--- config.mk ---
export PLATFORM = sky130hd
export DESIGN_NAME = timer_div_multi
export DESIGN_NICKNAME = d
export VERILOG_FILES = /design/src/rtl/timer_pkg.sv /design/src/rtl/timer_channel.sv /design/src/rtl/timer_div_multi.sv
export SDC_FILE = /design/constraint.sdc
export NUM_CORES = 1
export LEC_CHECK = 0
export BUFFER_PORTS_ARGS = -buffer_cell sky130_fd_sc_hd__buf_2
export CAP_MARGIN = 20
export CORE_MARGIN = 2
export CORE_UTILIZATION = 53
export DETAILED_ROUTE_END_ITERATION = 8
export PLACE_DENSITY = 0.77
export REMOVE_ABC_BUFFERS = 1
export SLEW_MARGIN = 10
export SYNTH_ARGS = -nofsm -noshare
export SYNTH_HDL_FRONTEND = slang
export SYNTH_SLANG_ARGS = --single-unit
--- constraint.sdc ---
create_clock -name clk -period 1.7 [get_ports clk]
set_clock_uncertainty 0.1 [all_clocks]
set_input_delay 0 -clock clk [delete_from_list [all_inputs] [get_ports clk]]
set_output_delay 0 -clock clk [all_outputs]
set_load 0.02 [all_outputs]
--- src/rtl/timer_pkg.sv ---
// timer_pkg: register map, tap table and channel state shared by the DIV/TIMA timer block
package timer_pkg;
  localparam int REG_DIV = 0;
  localparam int REG_TIMA = 1;
  localparam int REG_TMA = 2;
  localparam int REG_TAC = 3;
  localparam int REG_STRIDE = 4;
  localparam int TAC_TAP [4] = '{9, 3, 5, 7};
  localparam int FS_BIT = 12;
  localparam int OVF_CYC = 4;
  typedef enum logic [1:0] {RUN, OVF, RELOAD} ch_state_t;
  function automatic logic tap_sig(input logic [FS_BIT:0] d, input logic [2:0] tac);
    return d[TAC_TAP[tac[1:0]]] & tac[2];
  endfunction
endpackage

--- src/rtl/timer_channel.sv ---
// timer_channel: one TIMA/TMA/TAC timer with falling-edge tap detect and DMG overflow/reload delay
module timer_channel
  import timer_pkg::*;
(
  input  logic              clk,
  input  logic              reset,
  input  logic [FS_BIT:0]   div,
  input  logic [FS_BIT:0]   div_nxt,
  input  logic              div_wr,
  input  logic              wr_tima,
  input  logic              wr_tma,
  input  logic              wr_tac,
  input  logic [7:0]        din,
  output logic [7:0]        tima,
  output logic [7:0]        tma,
  output logic [2:0]        tac,
  output logic              irq
);
`ifdef TIMER_EDGE_GLITCH_EN
  localparam bit GLITCH = 1'b1;
`else
  localparam bit GLITCH = 1'b0;
`endif
  ch_state_t state, state_nxt;
  logic [1:0] cnt, cnt_nxt;
  logic [7:0] tima_nxt;
  logic sig, sig_nxt, sig_prev, inc;
  assign sig = tap_sig(div, tac);
  assign sig_nxt = tap_sig(div_nxt, wr_tac ? din[2:0] : tac);
  assign inc = sig_prev & ~sig;
  assign irq = state == RELOAD;
  always_ff @(posedge clk or posedge reset)
    if (reset) begin
      state <= RUN;
      cnt <= '0;
      tima <= '0;
      tma <= '0;
      tac <= '0;
      sig_prev <= 1'b0;
    end else begin
      state <= state_nxt;
      cnt <= cnt_nxt;
      tima <= tima_nxt;
      // without the glitch feature, a DIV/TAC write re-seeds the detector so it sees no edge
      sig_prev <= (!GLITCH && (div_wr || wr_tac)) ? sig_nxt : sig;
      if (wr_tma) tma <= din;
      if (wr_tac) tac <= din[2:0];
    end
  always_comb begin
    state_nxt = state;
    cnt_nxt = cnt;
    tima_nxt = tima;
    case (state)
      RUN:
        if (wr_tima) tima_nxt = din;
        else if (inc) begin
          tima_nxt = tima + 8'd1;
          state_nxt = tima == 8'hFF ? OVF : RUN;
          cnt_nxt = '0;
        end
      OVF:
        if (wr_tima) begin
          tima_nxt = din;
          state_nxt = RUN;
        end else begin
          cnt_nxt = cnt + 2'd1;
          state_nxt = cnt == 2'(OVF_CYC - 1) ? RELOAD : OVF;
          tima_nxt = cnt == 2'(OVF_CYC - 1) ? (wr_tma ? din : tma) : tima;
        end
      default: begin
        state_nxt = RUN;
        tima_nxt = wr_tma ? din : tima;
      end
    endcase
  end
endmodule

--- src/rtl/timer_div_multi.sv ---
// timer_div_multi: shared DIV counter driving N_CH TIMA channels, register bus and 512 Hz frame tick
// Build option TIMER_EDGE_GLITCH_EN: DIV/TAC writes that drop the tap signal count as a TIMA edge.
module timer_div_multi
  import timer_pkg::*;
#(
  parameter int DIV_W = 16,
  parameter int N_CH = 1,
  parameter int ADDR_W = 4
) (
  input  logic              clk,
  input  logic              reset,
  input  logic [ADDR_W-1:0] addr,
  input  logic              wr,
  input  logic [7:0]        din,
  input  logic              rd,
  output logic [7:0]        dout,
  output logic [N_CH-1:0]   irq,
  output logic              fs_tick
);
  logic [DIV_W-1:0] div, div_nxt;
  logic div_wr, fs_prev;
  logic [1:0] sel;
  logic [ADDR_W-1:0] ch_idx;
  logic [7:0] rdata;
  logic [7:0] tima [N_CH];
  logic [7:0] tma [N_CH];
  logic [2:0] tac [N_CH];
  assign sel = addr[1:0];
  assign ch_idx = addr >> $clog2(REG_STRIDE);
  assign div_wr = wr && addr == ADDR_W'(REG_DIV);
  assign div_nxt = div_wr ? '0 : div + DIV_W'(1);
  assign fs_tick = fs_prev & ~div[FS_BIT];
  always_ff @(posedge clk or posedge reset)
    if (reset) begin
      div <= '0;
      fs_prev <= 1'b0;
    end else begin
      div <= div_nxt;
      fs_prev <= div[FS_BIT];
    end
  for (genvar c = 0; c < N_CH; c++) begin : g_ch
    logic hit;
    assign hit = wr && ch_idx == ADDR_W'(c);
    timer_channel u_ch (
      .clk(clk),
      .reset(reset),
      .div(div[FS_BIT:0]),
      .div_nxt(div_nxt[FS_BIT:0]),
      .div_wr(div_wr),
      .wr_tima(hit && sel == 2'(REG_TIMA)),
      .wr_tma(hit && sel == 2'(REG_TMA)),
      .wr_tac(hit && sel == 2'(REG_TAC)),
      .din(din),
      .tima(tima[c]),
      .tma(tma[c]),
      .tac(tac[c]),
      .irq(irq[c])
    );
  end
  // index 4c with c>0 and anything past the last channel fall through to FF
  always_comb begin
    rdata = addr == ADDR_W'(REG_DIV) ? div[DIV_W-1 -: 8] : 8'hFF;
    for (int i = 0; i < N_CH; i++)
      if (ch_idx == ADDR_W'(i))
        rdata = sel == 2'(REG_TIMA) ? tima[i] :
                sel == 2'(REG_TMA)  ? tma[i]  :
                sel == 2'(REG_TAC)  ? {5'h1F, tac[i]} : rdata;
    dout = rd ? rdata : 8'hFF;
  end
endmodule

==> out/qor.txt, run 1 <==
Crit-path cells - mux4_2 -> nand2_1 -> a211o_1 -> o21ba_4 -> mux2_4
Reg-to-reg startpoint - g_ch[0].u_ch.tac[0]
Antenna Nets Post-Route - 0
Vias in the first global route - 2318
Power Density - 1100 nW/um2
Global-route wire length before repair - 10500 um
Vias per std cell - 5.87
Finished Layout Cells - 392
Initial antenna violation count - 0
RSZ-0062 raised after global routing - yes
CTS Buffer Depth - 2
Syn_area_per_cell - 9.29 um2
Die ar. - 5210 um2
Slew HR - 65.2%
Cell area after layout - 3190 um2
Critical path launch point - g_ch[0].u_ch.tac[0]
Post-synthesis simple-gate area fraction - 19.9%
Die Y - 72.2 um
Port-buffer cells - 25
Primary FF master, synth - dfrtp_1
Multi-input logic area - 1380 um2
Hold path start - addr[0]
Cell accounting for the most synthesized area - dfrtp_1
Levels on crit path - 5
Xor/xnor share of the synthesized area - 4.98%
Pins over their slew limit - 0
Syn. warnings - 0
Final setup violation count - 11
Adder-cell area share of the yosys netlist - 1.52%
CP Buf/Inv Count - 0
Clk root buf - clkbuf_8
Core Util, Final - 72.3%
Min-Delay Path Class - input pin to register
CP startpoint kind - register
Rows - 24
Drt first pass iters - 4
Critical Path Fanout Max - 6
Max incr delay on CP - 0.39 ns
Critical path's top delay family - multiplexers
Violated checks - setup timing
CP max-delay cell - dfrtp_1
Fmax - 528 MHz
N_diodes - 0
R2r worst-path depth - 5
Clock-pin slew of the registers on the worst-case setup and hold paths - 0.08 ns
Max-cap violations - 0
Area Overhead vs Synth - 29.5%
Mux contribution to synthesized area - 6.55%
Most frequent cell after synthesis - dfrtp_1
Global Route Usage Sum - 26.1%
Peak supply drop - 749 uV
CTS tree - yes
Dpl hpwl - 4440 um
FF+latch count, synth - 41
Worst-Margin Slew - 0.522 ns
Via count - 2302
Final worst slack - -0.195 ns
Initial core utilization - 55.8%
Initial DRC Count - 167
DIE WIDTH - 72.2 um
Clk sinks - 41
Sequential area share after synthesis - 41.7%
Routability congestion estimate - 0.961
Outcome - complete, but fails checks
Num CTS Buffers - 5
Worst Path Required - 1.79 ns
Placed Instances - 372
Worst Hold Depth - 3
Number of distinct library cells after synthesis - 57
Global route overflow - 0
Share of Yosys cell area claimed by the top area cell type - 41.7%
Critical path type - register to register
Area after DPL - 2890 um2
Ranking of synthesized cells by area - dfrtp_1 (42%), nand2_1 (4.0%), o21ai_0 (3.3%)
Compound-gate portion of the synthesized area - 19.7%
Post-Syn Instances - 265
EDFF count, synth - 0
Main combinational cell family by area after synthesis - simple AND/OR/NAND/NOR gates
Final #Nets - 358
Worst skew pair latency - 0.30 ns
Most frequent cells after synthesis - dfrtp_1 (41), nand2_1 (26), nor2_1 (20), o21ai_0 (16), inv_1 (13)
CP arrival - 1.99 ns
Pin count of the biggest net entering global routing - 42
DRT Wirelength - 6310 um
H-Tree Depth - 2
Hold Slack - 0.0934 ns
Post-Route Setup TNS - -1.66 ns
DRC viols - 0
Final Hold Fails - 0
Core Region - 4410 um2
Final min period - 1.89 ns
Fraction of registers with async set/reset - 100%
Final period utilization - 111%
Leak pwr - 1.47 nW
FF/Latch Area - 1030 um2
I/O pin count - 26
Number of fill cells - 347
Synthesized area - 2460 um2
Critical path capture point type - register
Routed WL per cell - 16.1 um
Share of cells above drive strength 1 - 32.6%
## layout by cell type, fill, tap and decap left out, types with 3 or more instances in the layout
cell / count
buf_4: 44
inv_1: 13
nand3_1: 12
nand2_1: 24
o22a_1: 3
mux2i_1: 3
buf_2: 25
o22ai_1: 10
or3_1: 3
and3_1: 4
nor2_1: 19
nand4_1: 6
mux2_4: 5
a21oi_1: 8
o21ai_0: 16
nor2b_1: 3
clkbuf_8: 6
nor3_2: 3
xor2_1: 9
xnor2_1: 5
dfrtp_1: 41
dlygate4sd3_1: 9
ha_1: 3
nor3_1: 6
mux2_2: 3
or2_2: 3
o211ai_1: 6
a21o_1: 3
## layout make-up
class	instances	area share (%)
Clock buffer	6	2.59
Tap cell	52	2.04
Sequential cell	41	32.2
Inverter	14	1.65
Clock inverter	2	0.432
Multi-Input combinational cell	197	43.3
Timing Repair Buffer	80	17.8
## flip-flops by register name, indices dropped and copies added (netlist names)
register,flops
div,16
g_ch.u_ch.tima,8
g_ch.u_ch.tma,8
g_ch.u_ch.tac,3
g_ch.u_ch.cnt,2
g_ch.u_ch.state,2
fs_prev,1
g_ch.u_ch.sig_prev,1
## worst min-delay path: stages
cell     delay, ns
buf_2         0.22
o21ai_0       0.15
nand2_1       0.08
## kinds of logic after synthesis
kind of cell             after synthesis
AND/OR/NAND/NOR                       97
AO/OA/AOI/OAI                         71
flip-flops                            41
buffers and inverters                 27
XOR/XNOR                              14
multiplexers                          12
adder cells (fa/ha/maj)                3
## power breakdown
group / switching (mW) / internal, mW
Clock: 0.343 / 0.329
Combinational: 0.643 / 0.709
Sequential: 0.257 / 1.24
## stage by stage
| stage | setup WS [ns] | power (mW) |
|---|---|---|
| 4_1_cts | -0.155 | 3.49 |
| 5_1_grt | -0.229 | 3.74 |
| 6_report | -0.195 | 3.52 |
| 3_3_place_gp | -0.283 | 2.68 |
| 2_1_floorplan | -0.495 | 2.25 |
| 3_5_place_dp | -0.320 | 2.71 |
## metal layers
metal	part of all wire, %	vias up	wire length [um]	GRT usage, %
met2	48	65	3040	42.6
met3	4.3	17	273	4.03
met5	0	-	0	0
met4	2.0	0	126	9.85
li1	-	1108	-	-
met1	46	1112	2870	35.1
## final timing paths
check | endpoint | slack (ns)
setup / recovery | g_ch[0].u_ch.tima[2] | -0.19
min in group asynchronous | div[14] | 0.26
max in group asynchronous | g_ch[0].u_ch.cnt[1] | 0.86
hold reg to reg | fs_prev | 0.41
setup reg to reg | g_ch[0].u_ch.tima[2] | -0.19
hold / removal | g_ch[0].u_ch.tma[5] | 0.09
## what timing repair did
| action | 4_1_cts | 5_1_grt |
|---|---|---|
| buffers inserted | 3 | 1 |
| gates resized for setup | 14 | 6 |
| hold buffers | 9 | 0 |
| setup endpoints to repair | 10 | 17 |
| pin swaps | 6 | 7 |
| endpoints found under the hold margin | 54 | 0 |
Note: power is estimated with default switching activity, not from simulation.
==> run 2, diff against run 1 <==
--- a/config.mk
+++ b/config.mk
@@ -5,12 +5,13 @@
 export SDC_FILE = /design/constraint.sdc
 export NUM_CORES = 1
 export LEC_CHECK = 0
-export BUFFER_PORTS_ARGS = -buffer_cell sky130_fd_sc_hd__buf_2
+export ABC_AREA = 1
 export CAP_MARGIN = 20
 export CORE_MARGIN = 2
-export CORE_UTILIZATION = 53
+export CORE_UTILIZATION = 57
 export DETAILED_ROUTE_END_ITERATION = 8
-export PLACE_DENSITY = 0.77
+export DONT_BUFFER_PORTS = 1
+export PLACE_DENSITY = 0.76
 export REMOVE_ABC_BUFFERS = 1
 export SLEW_MARGIN = 10
 export SYNTH_ARGS = -nofsm -noshare
==> run 2 against run 1 <==
  * The flow now finishes without violations
  * Combinational power decreased by 15%
  * Largest cell class unchanged
  * Sequential power is essentially flat
  * Maximum frequency grew 18%
  * Largest power group unchanged
  * Critical endpoint is now g_ch[0].u_ch.sig_prev
  * Cell count up 15%
  * Register-to-register slack better by 0.29 ns
  * Wire length rose by 9.1%
==> out/qor.txt, run 2 <==
Sequential area share after synthesis - 38.8% (was 41.7%)
Reg-to-reg startpoint - div[2] (was g_ch[0].u_ch.tac[0])
DIE WIDTH - 72.1 um (was 72.2 um)
Routability congestion estimate - 0.929 (was 0.961)
Fmax - 625 MHz (was 528 MHz)
Final #Nets - 416 (was 358)
Most frequent cell after synthesis - nand2_1 (was dfrtp_1)
Most frequent cells after synthesis - nand2_1 (116), inv_1 (58), dfrtp_1 (41), nand3_1 (30), nor2_1 (19) (was dfrtp_1 (41), nand2_1 (26), nor2_1 (20), o21ai_0 (16), inv_1 (13))
Peak supply drop - 871 uV (was 749 uV)
Clock-pin slew of the registers on the worst-case setup and hold paths - 0.07 ns (was 0.08 ns)
Critical path capture point type - register (unchanged)
Syn. warnings - 0 (unchanged)
Most common cell after layout, fill and taps aside - nand2_1 (was buf_4)
CTS Buffer Depth - 2 (unchanged)
Post-Route Setup TNS - 0 ns (was -1.66 ns)
Dpl hpwl - 4720 um (was 4440 um)
Fraction of registers with async set/reset - 100% (unchanged)
Max reg flops - 16 (unchanged)
Leak pwr - 1.59 nW (was 1.47 nW)
Clk sinks - 41 (unchanged)
Via count - 2577 (was 2302)
Outcome - finished clean (was complete, but fails checks)
Initial core utilization - 59.9% (was 55.8%)
Number of fill cells - 366 (was 347)
Max-cap violations - 0 (unchanged)
Initial DRC Count - 202 (was 167)
Worst skew pair latency - 0.29 ns (was 0.30 ns)
Worst Path Required - 1.83 ns (was 1.79 ns)
Adder-cell area share of the yosys netlist - 1.42% (was 1.52%)
Core Region - 4410 um2 (unchanged)
Number of distinct library cells after synthesis - 38 (was 57)
Min-Delay Path Class - input pin to register (unchanged)
CTS tree - yes (unchanged)
Share of Yosys cell area claimed by the top area cell type - 38.8% (was 41.7%)
Pin count of the biggest net entering global routing - 42 (unchanged)
Main combinational cell family by area after synthesis - simple AND/OR/NAND/NOR gates (unchanged)
CP arrival - 1.73 ns (was 1.99 ns)
Die Y - 72.1 um (was 72.2 um)
CP startpoint kind - register (unchanged)
Power Density - 1150 nW/um2 (was 1100 nW/um2)
Power after layout - 3.56 mW (was 3.52 mW)
Vias per std cell - 5.73 (was 5.87)
Slew HR - 62.3% (was 65.2%)
Final setup violation count - 0 (was 11)
Critical path type - register to register (unchanged)
Routed WL per cell - 15.3 um (was 16.1 um)
Post-synthesis simple-gate area fraction - 35.9% (was 19.9%)
H-Tree Depth - 2 (unchanged)
DRT Wirelength - 6890 um (was 6310 um)
Initial antenna violation count - 0 (unchanged)
Placed Instances - 418 (was 372)
Mux contribution to synthesized area - 0% (was 6.55%)
Share of cells above drive strength 1 - 13.6% (was 32.6%)
Worst Hold Depth - 6 (was 3)
EDFF count, synth - 0 (unchanged)
Critical Path Fanout Max - 5 (was 6)
Final min period - 1.60 ns (was 1.89 ns)
N_diodes - 0 (unchanged)
I/O pin count - 26 (unchanged)
Global-route wire length before repair - 11500 um (was 10500 um)
DRC viols - 0 (unchanged)
Final period utilization - 94.2% (was 111%)
Global Route Usage Sum - 28.2% (was 26.1%)
Area after DPL - 2690 um2 (was 2890 um2)
Synthesized area - 2650 um2 (was 2460 um2)
Vias in the first global route - 2443 (was 2318)
Pins over their slew limit - 0 (unchanged)
Reg-to-Reg End - g_ch[0].u_ch.sig_prev (was g_ch[0].u_ch.tima[2])
Ranking of synthesized cells by area - dfrtp_1 (39%), nand2_1 (16%), inv_1 (8.2%) (was dfrtp_1 (42%), nand2_1 (4.0%), o21ai_0 (3.3%))
Num CTS Buffers - 5 (unchanged)
Post-Syn Instances - 368 (was 265)
Biggest regs - div: 16 flops, g_ch.u_ch.tima: 8 flops, g_ch.u_ch.tma: 8 flops (unchanged)
Drt first pass iters - 6 (was 4)
Cell area after layout - 3090 um2 (was 3190 um2)
Hold Crit Endpoint - g_ch[0].u_ch.sig_prev (was g_ch[0].u_ch.tma[5])
Xor/xnor share of the synthesized area - 0.662% (was 4.98%)
Finished Layout Cells - 450 (was 392)
Antenna Nets Post-Route - 0 (unchanged)
Compound-gate portion of the synthesized area - 12.5% (was 19.7%)
Clk root buf - clkbuf_8 (unchanged)
Primary FF master, synth - dfrtp_1 (unchanged)
Rows - 24 (unchanged)
Worst-Margin Slew - 0.563 ns (was 0.522 ns)
Cell accounting for the most synthesized area - dfrtp_1 (unchanged)
Core Util, Final - 70.1% (was 72.3%)
Top reg by flops - div (unchanged)
Area Overhead vs Synth - 16.9% (was 29.5%)
Global route overflow - 0 (unchanged)
Syn_area_per_cell - 7.19 um2 (was 9.29 um2)
Hold path start - wr (was addr[0])
Die ar. - 5200 um2 (was 5210 um2)
FF+latch count, synth - 41 (unchanged)
Port-buffer cells - 0 (was 25)
Reg2Reg Setup Slack - 0.1 ns (was -0.19 ns)
Final Hold Fails - 0 (unchanged)
R2r worst-path depth - 10 (was 5)
Most frequent cells in the layout - nand2_1 (114), inv_1 (56), dfrtp_1 (39), nand3_1 (29), dlygate4sd3_1 (19) (was buf_4 (44), dfrtp_1 (41), buf_2 (25), nand2_1 (24), nor2_1 (19))
-- run 2: cell count changes after synthesis, moves of 4 or more --
cell / delta
xnor2_1: -5
o21ai_1: +4
o22ai_1: -7
o21ai_0: -4
o21ai_2: +4
nor2_4: +6
mux2_4: -5
inv_1: +45
and3_1: -4
o221ai_1: +5
nand2_1: +90
nand3_1: +18
xor2_1: -7
-- run 2: how the worst max path moves through the flow --
stage                                startpoint               endpoint  slack, ns  cells after the start
after global placement    g_ch[0].u_ch.state[1]   g_ch[0].u_ch.tima[5]       0.10                     10
after global routing                     div[3]                div[14]      -0.02                      8
after floorplan                          div[0]                div[14]       0.27                      9
after CTS                               addr[3]   g_ch[0].u_ch.tima[3]       0.02                     11
after detailed placement  g_ch[0].u_ch.state[1]   g_ch[0].u_ch.tima[0]       0.06                     10
final                                    div[2]  g_ch[0].u_ch.sig_prev        0.1                     10
-- run 2: logic make-up (layout without fill, tap and decap cells) --
group / after synthesis / in the layout
AO/OA/AOI/OAI: 51 / 51
flip-flops: 41 / 41
XOR/XNOR: 2 / 2
AND/OR/NAND/NOR: 203 / 203
buffers and inverters: 68 / 98
adder cells (fa/ha/maj): 3 / 3
-- run 2: critical path, stage by stage, from the launching register on --
cell	delay, ns
dfrtp_1	0.43
inv_1	0.06
nor2_1	0.23
nand3_1	0.18
nand2_1	0.09
nand3_1	0.13
nand2_1	0.11
nand2_1	0.06
nand2_1	0.06
nand2_1	0.04
nand2_1	0.05
-- run 2: what timing repair did --
item                       4_1_cts  5_1_grt
setup endpoints to repair        0       12
resized for setup                0       17
hold endpoints to repair        62        0
hold buffers                    21        0
setup buffers                    0        3
-- run 2: area by class of cell --
cell class                      instances  area (um2)  area share, %
Inverter                               64         245           7.93
Sequential cell                        41        1030           33.3
Clock inverter                          3        65.1           2.10
Multi-Input combinational cell        259        1370           44.2
Tap cell                               52        65.1           2.10
Clock buffer                            5        68.8           2.22
Timing Repair Buffer                   26         253           8.17
-- run 2: where the power goes --
group,switching (mW),leakage (nW),internal [mW]
combinational,0.711,1.00,0.443
clock,0.342,0.0681,0.583
sequential,0.254,0.519,1.23
total,1.31,1.59,2.25
-- run 2: per-stage QoR --
stage	setup slack, ns	hold slack [ns]
6_report	0.0990	0.0152
5_1_grt	-0.0249	0.0332
4_1_cts	0.0206	0.00124
3_5_place_dp	0.0563	-0.0419
3_3_place_gp	0.104	-0.0444
2_1_floorplan	0.271	0.0346
-- run 2: routing by layer --
metal | up-vias | global-route usage [%] | part of all wire (%)
met1 | 1213 | 39.4 | 43
met2 | 117 | 44.5 | 47
li1 | 1235 | - | -
met5 | - | 2.02 | 0
met4 | 0 | 8.39 | 1.5
met3 | 12 | 5.69 | 8.1
